[src/rtl/write_back_arbiter_if.sv]
// Write-back port bundle: ALU result stream, load-return stream, flush,
// and the register-file write port with its status outputs.
interface write_back_arbiter_if #(
    parameter int DATA_WIDTH = 32,
    parameter int ADDR_WIDTH = 5
);
    logic                  aluValid;
    logic [ADDR_WIDTH-1:0] aluDest;
    logic [DATA_WIDTH-1:0] aluResult;
    logic                  aluReady;
    logic                  loadValid;
    logic [ADDR_WIDTH-1:0] loadDest;
    logic [DATA_WIDTH-1:0] readData;
    logic                  flush;
    logic                  regWrite;
    logic [ADDR_WIDTH-1:0] writeReg;
    logic [DATA_WIDTH-1:0] writeData;
    logic                  memToReg;
    logic [3:0]            pending;
    logic [15:0]           conflictCount;

    modport master (
        output aluValid, aluDest, aluResult, loadValid, loadDest, readData, flush,
        input  aluReady, regWrite, writeReg, writeData, memToReg, pending, conflictCount
    );

    modport slave (
        input  aluValid, aluDest, aluResult, loadValid, loadDest, readData, flush,
        output aluReady, regWrite, writeReg, writeData, memToReg, pending, conflictCount
    );
endinterface

[src/rtl/write_back_arbiter.sv]
// Single register-file write port shared by load returns (always win) and
// ALU results (buffered in order when they lose a cycle).
module write_back_arbiter #(
    parameter int DATA_WIDTH = 32,
    parameter int ADDR_WIDTH = 5,
    parameter int DEPTH      = 2
) (
    input  logic                clk,
    input  logic                rstN,
    write_back_arbiter_if.slave wb
);
    localparam int         PTR_W     = $clog2(DEPTH);
    localparam logic [3:0] DEPTH_CNT = 4'(DEPTH);

    localparam logic [1:0] GNT_IDLE = 2'd0;
    localparam logic [1:0] GNT_LOAD = 2'd1;
    localparam logic [1:0] GNT_BUF  = 2'd2;
    localparam logic [1:0] GNT_ALU  = 2'd3;

    function automatic logic [15:0] sat_inc16(input logic [15:0] v);
        return (v == 16'hFFFF) ? v : v + 16'd1;
    endfunction

    logic [DATA_WIDTH-1:0] fifo_data [DEPTH];
    logic [ADDR_WIDTH-1:0] fifo_dest [DEPTH];
    logic [PTR_W-1:0]      head;
    logic [PTR_W-1:0]      tail;
    logic [3:0]            count;
    logic [3:0]            count_next;
    logic [15:0]           conflict_cnt;
    logic                  ready;

    logic                  accept_p0;
    logic                  enq_p0;
    logic                  deq_p0;
    logic                  conflict_p0;
    logic [1:0]            grant_p0;
    logic [ADDR_WIDTH-1:0] sel_dest_p0;
    logic [DATA_WIDTH-1:0] sel_data_p0;

    logic                  vld_p1;
    logic                  mem_sel_p1;
    logic [ADDR_WIDTH-1:0] dest_p1;
    logic [DATA_WIDTH-1:0] data_p1;

    // Ready depends only on registered occupancy, never on this cycle's valids.
    assign ready     = (count < DEPTH_CNT);
    assign accept_p0 = wb.aluValid && ready;

    // Stage p0: grant selection and buffer bookkeeping
    always_comb begin
        grant_p0    = GNT_IDLE;
        sel_dest_p0 = wb.aluDest;
        sel_data_p0 = wb.aluResult;
        if (wb.loadValid) begin
            grant_p0 = GNT_LOAD;
        end else if (wb.flush) begin
            grant_p0 = GNT_IDLE;
        end else if (count != 4'd0) begin
            grant_p0 = GNT_BUF;
        end else if (accept_p0) begin
            grant_p0 = GNT_ALU;
        end

        case (grant_p0)
            GNT_LOAD: begin
                sel_dest_p0 = wb.loadDest;
                sel_data_p0 = wb.readData;
            end
            GNT_BUF: begin
                sel_dest_p0 = fifo_dest[head];
                sel_data_p0 = fifo_data[head];
            end
            default: ;
        endcase

        enq_p0      = accept_p0 && !wb.flush && (wb.loadValid || (count != 4'd0));
        deq_p0      = (grant_p0 == GNT_BUF);
        conflict_p0 = wb.loadValid && accept_p0 && !wb.flush;
        count_next  = count + {3'b000, enq_p0} - {3'b000, deq_p0};
    end

    always_ff @(posedge clk) begin
        if (enq_p0) begin
            fifo_dest[tail] <= wb.aluDest;
            fifo_data[tail] <= wb.aluResult;
        end
    end

    // Stage p1: registered write port
    always_ff @(posedge clk or negedge rstN) begin
        if (!rstN) begin
            count        <= 4'd0;
            head         <= '0;
            tail         <= '0;
            conflict_cnt <= 16'd0;
            vld_p1       <= 1'b0;
            mem_sel_p1   <= 1'b0;
            dest_p1      <= '0;
            data_p1      <= '0;
        end else begin
            if (wb.flush) begin
                count <= 4'd0;
                head  <= '0;
                tail  <= '0;
            end else begin
                count <= count_next;
                if (enq_p0) tail <= tail + PTR_W'(1);
                if (deq_p0) head <= head + PTR_W'(1);
            end

            if (conflict_p0) conflict_cnt <= sat_inc16(conflict_cnt);

            if (grant_p0 == GNT_IDLE) begin
                vld_p1     <= 1'b0;
                mem_sel_p1 <= 1'b0;
            end else begin
                // Register 0 still consumes the slot but must not be written.
                vld_p1     <= (sel_dest_p0 != '0);
                mem_sel_p1 <= (grant_p0 == GNT_LOAD);
                dest_p1    <= sel_dest_p0;
                data_p1    <= sel_data_p0;
            end
        end
    end

    assign wb.aluReady      = ready;
    assign wb.regWrite      = vld_p1;
    assign wb.memToReg      = mem_sel_p1;
    assign wb.writeReg      = dest_p1;
    assign wb.writeData     = data_p1;
    assign wb.pending       = count;
    assign wb.conflictCount = conflict_cnt;
endmodule

[src/flat_wrapper.sv]
// flat-port wrapper written by rule: the top's interface ports become plain ports
module write_back_arbiter_flat 
#(
    parameter int DATA_WIDTH = 32,
    parameter int ADDR_WIDTH = 5,
    parameter int DEPTH      = 2
)
  (clk, rstN, wb_aluValid, wb_aluDest, wb_aluResult, wb_loadValid, wb_loadDest, wb_readData, wb_flush, wb_aluReady, wb_regWrite, wb_writeReg, wb_writeData, wb_memToReg, wb_pending, wb_conflictCount);
  write_back_arbiter_if #(.DATA_WIDTH(DATA_WIDTH), .ADDR_WIDTH(ADDR_WIDTH)) wb_i ();
  input  logic clk;
  input  logic rstN;
  input wire logic [$bits(wb_i.aluValid)-1:0] wb_aluValid;
  input wire logic [$bits(wb_i.aluDest)-1:0] wb_aluDest;
  input wire logic [$bits(wb_i.aluResult)-1:0] wb_aluResult;
  input wire logic [$bits(wb_i.loadValid)-1:0] wb_loadValid;
  input wire logic [$bits(wb_i.loadDest)-1:0] wb_loadDest;
  input wire logic [$bits(wb_i.readData)-1:0] wb_readData;
  input wire logic [$bits(wb_i.flush)-1:0] wb_flush;
  output wire logic [$bits(wb_i.aluReady)-1:0] wb_aluReady;
  output wire logic [$bits(wb_i.regWrite)-1:0] wb_regWrite;
  output wire logic [$bits(wb_i.writeReg)-1:0] wb_writeReg;
  output wire logic [$bits(wb_i.writeData)-1:0] wb_writeData;
  output wire logic [$bits(wb_i.memToReg)-1:0] wb_memToReg;
  output wire logic [$bits(wb_i.pending)-1:0] wb_pending;
  output wire logic [$bits(wb_i.conflictCount)-1:0] wb_conflictCount;
  assign wb_i.aluValid = wb_aluValid;
  assign wb_i.aluDest = wb_aluDest;
  assign wb_i.aluResult = wb_aluResult;
  assign wb_i.loadValid = wb_loadValid;
  assign wb_i.loadDest = wb_loadDest;
  assign wb_i.readData = wb_readData;
  assign wb_i.flush = wb_flush;
  assign wb_aluReady = wb_i.aluReady;
  assign wb_regWrite = wb_i.regWrite;
  assign wb_writeReg = wb_i.writeReg;
  assign wb_writeData = wb_i.writeData;
  assign wb_memToReg = wb_i.memToReg;
  assign wb_pending = wb_i.pending;
  assign wb_conflictCount = wb_i.conflictCount;
  write_back_arbiter #(.DATA_WIDTH(DATA_WIDTH), .ADDR_WIDTH(ADDR_WIDTH), .DEPTH(DEPTH)) u_core (.clk(clk), .rstN(rstN), .wb(wb_i));
endmodule
[config.mk]
export PLATFORM = sky130hd
export DESIGN_NAME = write_back_arbiter_flat
export DESIGN_NICKNAME = d
export VERILOG_FILES = /design/src/rtl/write_back_arbiter_if.sv /design/src/rtl/write_back_arbiter.sv /design/src/flat_wrapper.sv
export SDC_FILE = /design/constraint.sdc
export NUM_CORES = 1
export LEC_CHECK = 0
export ABC_CLOCK_PERIOD_IN_PS = 4300
export CORE_ASPECT_RATIO = 1.75
export CORE_MARGIN = 4
export CORE_UTILIZATION = 41
export CTS_CLUSTER_SIZE = 28
export DETAILED_ROUTE_END_ITERATION = 10
export PLACE_DENSITY = 0.71
export SKIP_CTS_REPAIR_TIMING = 1
export SLEW_MARGIN = 10
export SYNTH_ARGS = -nofsm -noshare
export SYNTH_HDL_FRONTEND = slang
export SYNTH_SLANG_ARGS = --single-unit
[constraint.sdc]
create_clock -name clk -period 4.3 [get_ports clk]
set_input_delay 0.43 -clock clk [delete_from_list [all_inputs] [get_ports clk]]
set_output_delay 0.43 -clock clk [all_outputs]
set_load 0.02 [all_outputs]
* After elaboration in Yosys (flattened, before gate mapping)
Memories as Yosys holds them, arrays and structs flattened.
Cells that the tools add are included.
** Operators by class
- Reduce and logical (&&, ||, !) cells :: 13
- Add/subtract/negate cells :: 5
- Bitwise logic cells :: 1
- Mux-type cells :: 15
- Magnitude comparators :: 1
- Equal/unequal tests :: 3
** Operator list (number)
- 32-bit one-hot mux with 2 select lines :: 1
- 16-bit by 1-bit adder with 16-bit output (second input constant) :: 1
- 16-bit equality test (second input constant) :: 1
- 5-bit one-hot mux with 2 select lines :: 1
- 1-bit two-way mux :: 8
- 2-bit two-way mux :: 4
- 1-bit logical AND :: 5
- 5-bit nonzero test :: 1
- 4-bit by 1-bit adder with 4-bit output :: 1
- 4-bit by 2-bit < comparator with 1-bit output (second input constant) :: 1
- 4-bit two-way mux :: 1
- 2-bit nonzero test :: 2
- 4-bit nonzero test :: 1
- 4-bit by 1-bit subtractor with 4-bit output :: 1
- 1-bit adder (second input constant) :: 2
- 2-bit by 1-bit equality test with 1-bit output (second input constant) :: 1
- 2-bit equality test (second input constant) :: 1
- 2-bit zero test :: 1
- 2-bit AND reduction :: 1
- 1-bit zero test :: 1
- 1-bit logical OR :: 1
- 1-bit inverter :: 1
** Storage, ports and cells
- Memory bits (writable) :: 74
- Memories kept :: 2
- Output and inout port bits :: 60
- Input bits :: 79
- Word-level logic and storage cells :: 48
- Register bits :: 61
** Memories
- u_core.fifo_data :: depth 2, bits a word 32, read ports 1, clocked after memory_dff 0, write ports 1, line write_back_arbiter.sv:24 : logic [DATA_WIDTH-1:0] fifo_data [DEPTH];
- u_core.fifo_dest :: depth 2, bits a word 5, read ports 1, clocked after memory_dff 0, write ports 1, line write_back_arbiter.sv:25 : logic [ADDR_WIDTH-1:0] fifo_dest [DEPTH];

* Longest topological paths before layout
- Depth in word-level cells :: 10
- Mapped depth :: 14

* Worst setup path before layout
OpenSTA, ideal clock, no wires.
- Path type :: register -> register
- From :: reg u_core.count[2] (netlist: u_core.wb.pending[2])
- To :: mem u_core.fifo_data[0][0], enable pin
- Required time :: 3.821 ns
- Setup slack :: 0.360 ns
- Path buffers :: 0
- Library setup time :: 0.479 ns
- Stages on the path, launching flop included :: 5
- Arrival :: 3.461 ns
- Cells stage by stage :: dfrtp_1 -> inv_1 -> ha_1 -> nand4bb_4 -> nor3_1
** On the way
- Word-level cells in the longest chain between the ends :: 6
- Elaborated cells on any way between the ends :: 8
- Classes of those cells :: order compare: 1; mux: 2; reduce/logical: 5
** RTL lines
- start, declared :: line write_back_arbiter.sv:28 : logic [3:0] count;
- start signal, assigned :: line write_back_arbiter.sv:107 : count <= count_next;
- 4-bit by 2-bit < comparator with 1-bit output :: line write_back_arbiter.sv:47 : assign ready = (count < DEPTH_CNT);
- 1-bit logical AND :: line write_back_arbiter.sv:48 : assign accept_p0 = wb.aluValid && ready;
- 1-bit logical AND :: line write_back_arbiter.sv:77 : enq_p0 = accept_p0 && !wb.flush && (wb.loadValid || (count != 4'd0));
- 1-bit logical AND * :: line write_back_arbiter.sv:77
- 1-bit two-way mux * :: line write_back_arbiter.sv:84 : if (enq_p0) begin
- 1-bit two-way mux (implied by the code) * :: line write_back_arbiter.sv:86 : fifo_data[tail] <= wb.aluResult;
- end, declared :: line write_back_arbiter.sv:24
Every way passes the cells marked *; elsewhere a longest branch is shown, timed or not.

* Worst setup path in the final report
- From :: reg u_core.count[2] (netlist: u_core.wb.pending[2])
- To :: reg u_core.vld_p1 (netlist: u_core.wb.regWrite)
** On the way
- Word-level cells in the longest chain between the ends :: 10
- Elaborated cells on any way between the ends :: 13
- Classes of those cells :: order compare: 1; eq/ne: 2; mux: 6; reduce/logical: 4
** RTL lines
- 4-bit by 2-bit < comparator with 1-bit output :: line write_back_arbiter.sv:47
- 1-bit logical AND :: line write_back_arbiter.sv:48
- 2-bit two-way mux :: line write_back_arbiter.sv:61 : end else if (accept_p0) begin
- 2-bit two-way mux * :: line write_back_arbiter.sv:59 : end else if (count != 4'd0) begin
- 2-bit two-way mux * :: line write_back_arbiter.sv:57 : end else if (wb.flush) begin
- 2-bit two-way mux * :: line write_back_arbiter.sv:55 : if (wb.loadValid) begin
- 2-bit equality test / 2-bit by 1-bit equality test with 1-bit output (equally long branches) :: line write_back_arbiter.sv:65 : case (grant_p0)
- 5-bit one-hot mux with 2 select lines :: line write_back_arbiter.sv:65
- 5-bit nonzero test :: line write_back_arbiter.sv:119 : vld_p1 <= (sel_dest_p0 != '0);
- 1-bit two-way mux * :: line write_back_arbiter.sv:114 : if (grant_p0 == GNT_IDLE) begin
- end signal, assigned :: line write_back_arbiter.sv:119
- end, declared :: line write_back_arbiter.sv:41 : logic vld_p1;
Marks and branches as above.
A chain may end at the register's enable or synchronous reset.

==> qor.yml <==
avgRoutedWirePerCell_um: 18.3
power_frac_comb: 0.279
tightest_slew_ns: 1.03
synth_seq_cells: 135
groute.usage.overall: 0.184
start_kind: "flip-flop"
nNetsFinal: 703
slew_viol_final: 0
crit_fanout: 45
core-area_um2: 14000
synth_edf_count: 74
synth.avg_cell_area_um2: 12.3
finalCritPeriodShare: 0.712
dpl-instance-area_um2: 7440
setup_viol: 0
drc: 0
async_flop_share: 0.452
final_area_um2: 8060
syn2layout_area_growth_pct: 36.6
crit_path_end_kind: "flip-flop"
clock_skew_ns: 0.0124
rr_worst_depth: 9
setup_tns_ns: 0
dp_hpwl_mm: 9.96
p_int_uw: 3100
fmax_mhz: 327
seqPwrFrac: 0.389
vias: 4251
syn-cell-area_um2: 5900
gp_congestion: 0.827
yosysWarnings: 0
layout_setup_ws_ns: 1.24
ys_seq_area_frac: 0.635
outcome: "completed"
drive_gt1_frac: 0.150
r2r_start: "u_core.wb.pending[2]$_DFF_PN0_"
peakVddDrop_mv: 0.323
whs_ns: 0.201
dpl_worst_slack_ns: 1.08
cts_buffers: 17
power_switching_share: 0.303
critPathKind: "flip-flop to flip-flop"
clockBufferDepth: 2
worstPathRequired_ns: 4.57
r2r_setup_slack_ns: 1.24
die_area_um2: 16500
synth_area_leaders: "edfxtp_1 38%, dfrtp_1 26%, mux2_2 8.0%"
arrival_ns: 3.34
row_count: 57
most-common-layout-cells: "136 x clkdlybuf4s50_1, 79 x nand2_1, 74 x edfxtp_1"
ioPinCount: 139
max_slew_margin: 0.313
die_w_um: 98.7
clock_latency_ns: 0.41
final_common_cell: "clkdlybuf4s50_1"
cts-root-buf: "clkbuf_16"
grt_overflow: 0
viasPerCell: 5.29
drt_iter0_drc: 233
drt_wl_total_mm: 14.7
syn_nets: 568
p_switching_uw: 1350
final_hold_viol_count: 0
period_minus_slack_ns: 3.06
io_buffers: 138
drtAntennaViolNets: 0
drt_pass1_iterations: 4
p_leak_uw: 0.00307
n_antenna_cell: 0
die_y_um: 167
clk_pin_slew_ns: 0.06
startpoint: "u_core.wb.pending[2]$_DFF_PN0_"
ys_types: 38
reg2reg_to: "u_core.wb.regWrite$_DFF_PN0_"
p_per_area_nw_per_um2: 552
start_util: 0.422
antenna_found_initial: 0
cts.sinks: 135
ys.flop_type: "edfxtp_1"
cts_tree: "done"
endpoint: "u_core.wb.regWrite$_DFF_PN0_"
clockPowerShare: 0.332
syn_inst: 478
yosysTopAreaCell: "edfxtp_1"
maxCapViolations: 0
grt_pass1_vias: 4620
rsz0062_at_grt: "no"
hold_class: "input pin to asynchronous set/reset pin"
cts_max_level: 4
synth_top_area_frac: 0.376
grt_pass1_wl_mm: 23.7
grt_start_max_net_pins: 54
## through the flow
stage                     total power, uW  std cells   util
after floorplan                      2400        478      -
after global placement               2980        771  0.533
after detailed placement             3010        771  0.533
after CTS                            4500        803  0.577
after global routing                 4680        803  0.577
final                                4450        803  0.577
## cell type report
| type | instances | area [um^2] |
|---|---|---|
| multi-input cells | 305 | 2020 |
| fillers | 1196 | 5920 |
| clock buffers | 20 | 478 |
| flip-flops and latches | 135 | 3750 |
| well taps | 177 | 221 |
| inverters | 10 | 37.5 |
| repair buffers | 144 | 1420 |
| clock inverters | 12 | 140 |
## critical path, stage by stage, from the launching register on
cell and delay [ns]:
dfrtp_1 0.36, inv_1 0.07, ha_1 0.24, nor2b_1 0.15, nor3b_1 0.14, or3_1 0.38, ha_2 0.85, a31oi_1 0.21
nor4_1 0.40, a21oi_1 0.12
## cell usage after synthesis (all sizes together), types with 2 or more instances
master,n
a31oi,4
dfrtp,61
edfxtp,74
ha,10
xnor2,9
o21ai,66
or2,2
nor2,16
clkbuf,22
nor3,5
inv,10
nand4,4
buf,6
xor2,9
a22oi,33
nand2,79
nand3,6
a21oi,2
nor4b,2
mux2,42
nor4,2
and2b,2
## power by group through the flow
stage	logic (uW)	clock network, uW	registers (uW)
CTS	1260	1500	1740
floorplan	467	0	1930
global placement	1230	0	1750
global route	1360	1570	1760
finish	1240	1480	1730
detailed placement	1250	0	1760
## routing by layer
metal / global-route usage / vias up / wire length, um
met3: 0.0607 / 22 / 936
met2: 0.327 / 151 / 8080
met1: 0.202 / 2084 / 5440
met4: 0.0690 / 0 / 265
met5: 0 / - / 0
li1: - / 1994 / -
## worst min path at each step
stage / start / to / slack (ns)
4_1_cts: rstN / u_core.wb.conflictCount[11]$_DFFE_PN0P_ / 0.22
3_5_place_dp: u_core.wb.writeData[3]$_DFFE_PN0P_ / u_core.wb.writeData[3]$_DFFE_PN0P_ / 0.47
2_1_floorplan: rstN / u_core.head$_DFFE_PN0P_ / 0.13
6_report: rstN / u_core.wb.conflictCount[11]$_DFFE_PN0P_ / 0.20
3_3_place_gp: u_core.wb.writeData[20]$_DFFE_PN0P_ / u_core.wb.writeData[20]$_DFFE_PN0P_ / 0.47
5_1_grt: rstN / u_core.wb.conflictCount[11]$_DFFE_PN0P_ / 0.25
## registers in the layout (all words and copies together), names as in the netlist
signal	flops
u_core.wb.conflictCount	16
u_core.fifo_dest	10
u_core.wb.regWrite	1
u_core.head	1
u_core.wb.memToReg	1
u_core.wb.writeData	32
u_core.tail	1
u_core.wb.writeReg	5
u_core.fifo_data	64
u_core.wb.pending	4
## cells by family (layout without fill, tap and decap cells)
family                     after synthesis  after routing  share of synthesized area
xor gates and xnor gates                18             18                     0.0267
DFF                                    135            135                      0.635
AOI/OAI and AO/OA                      107            107                      0.106
buffers and inverters                   38            186                     0.0248
adders and majority gates               11             11                     0.0246
and+or+nand+nor                        127            127                      0.102
muxes                                   42             42                     0.0801
Power figures use the tool's default switching activity.
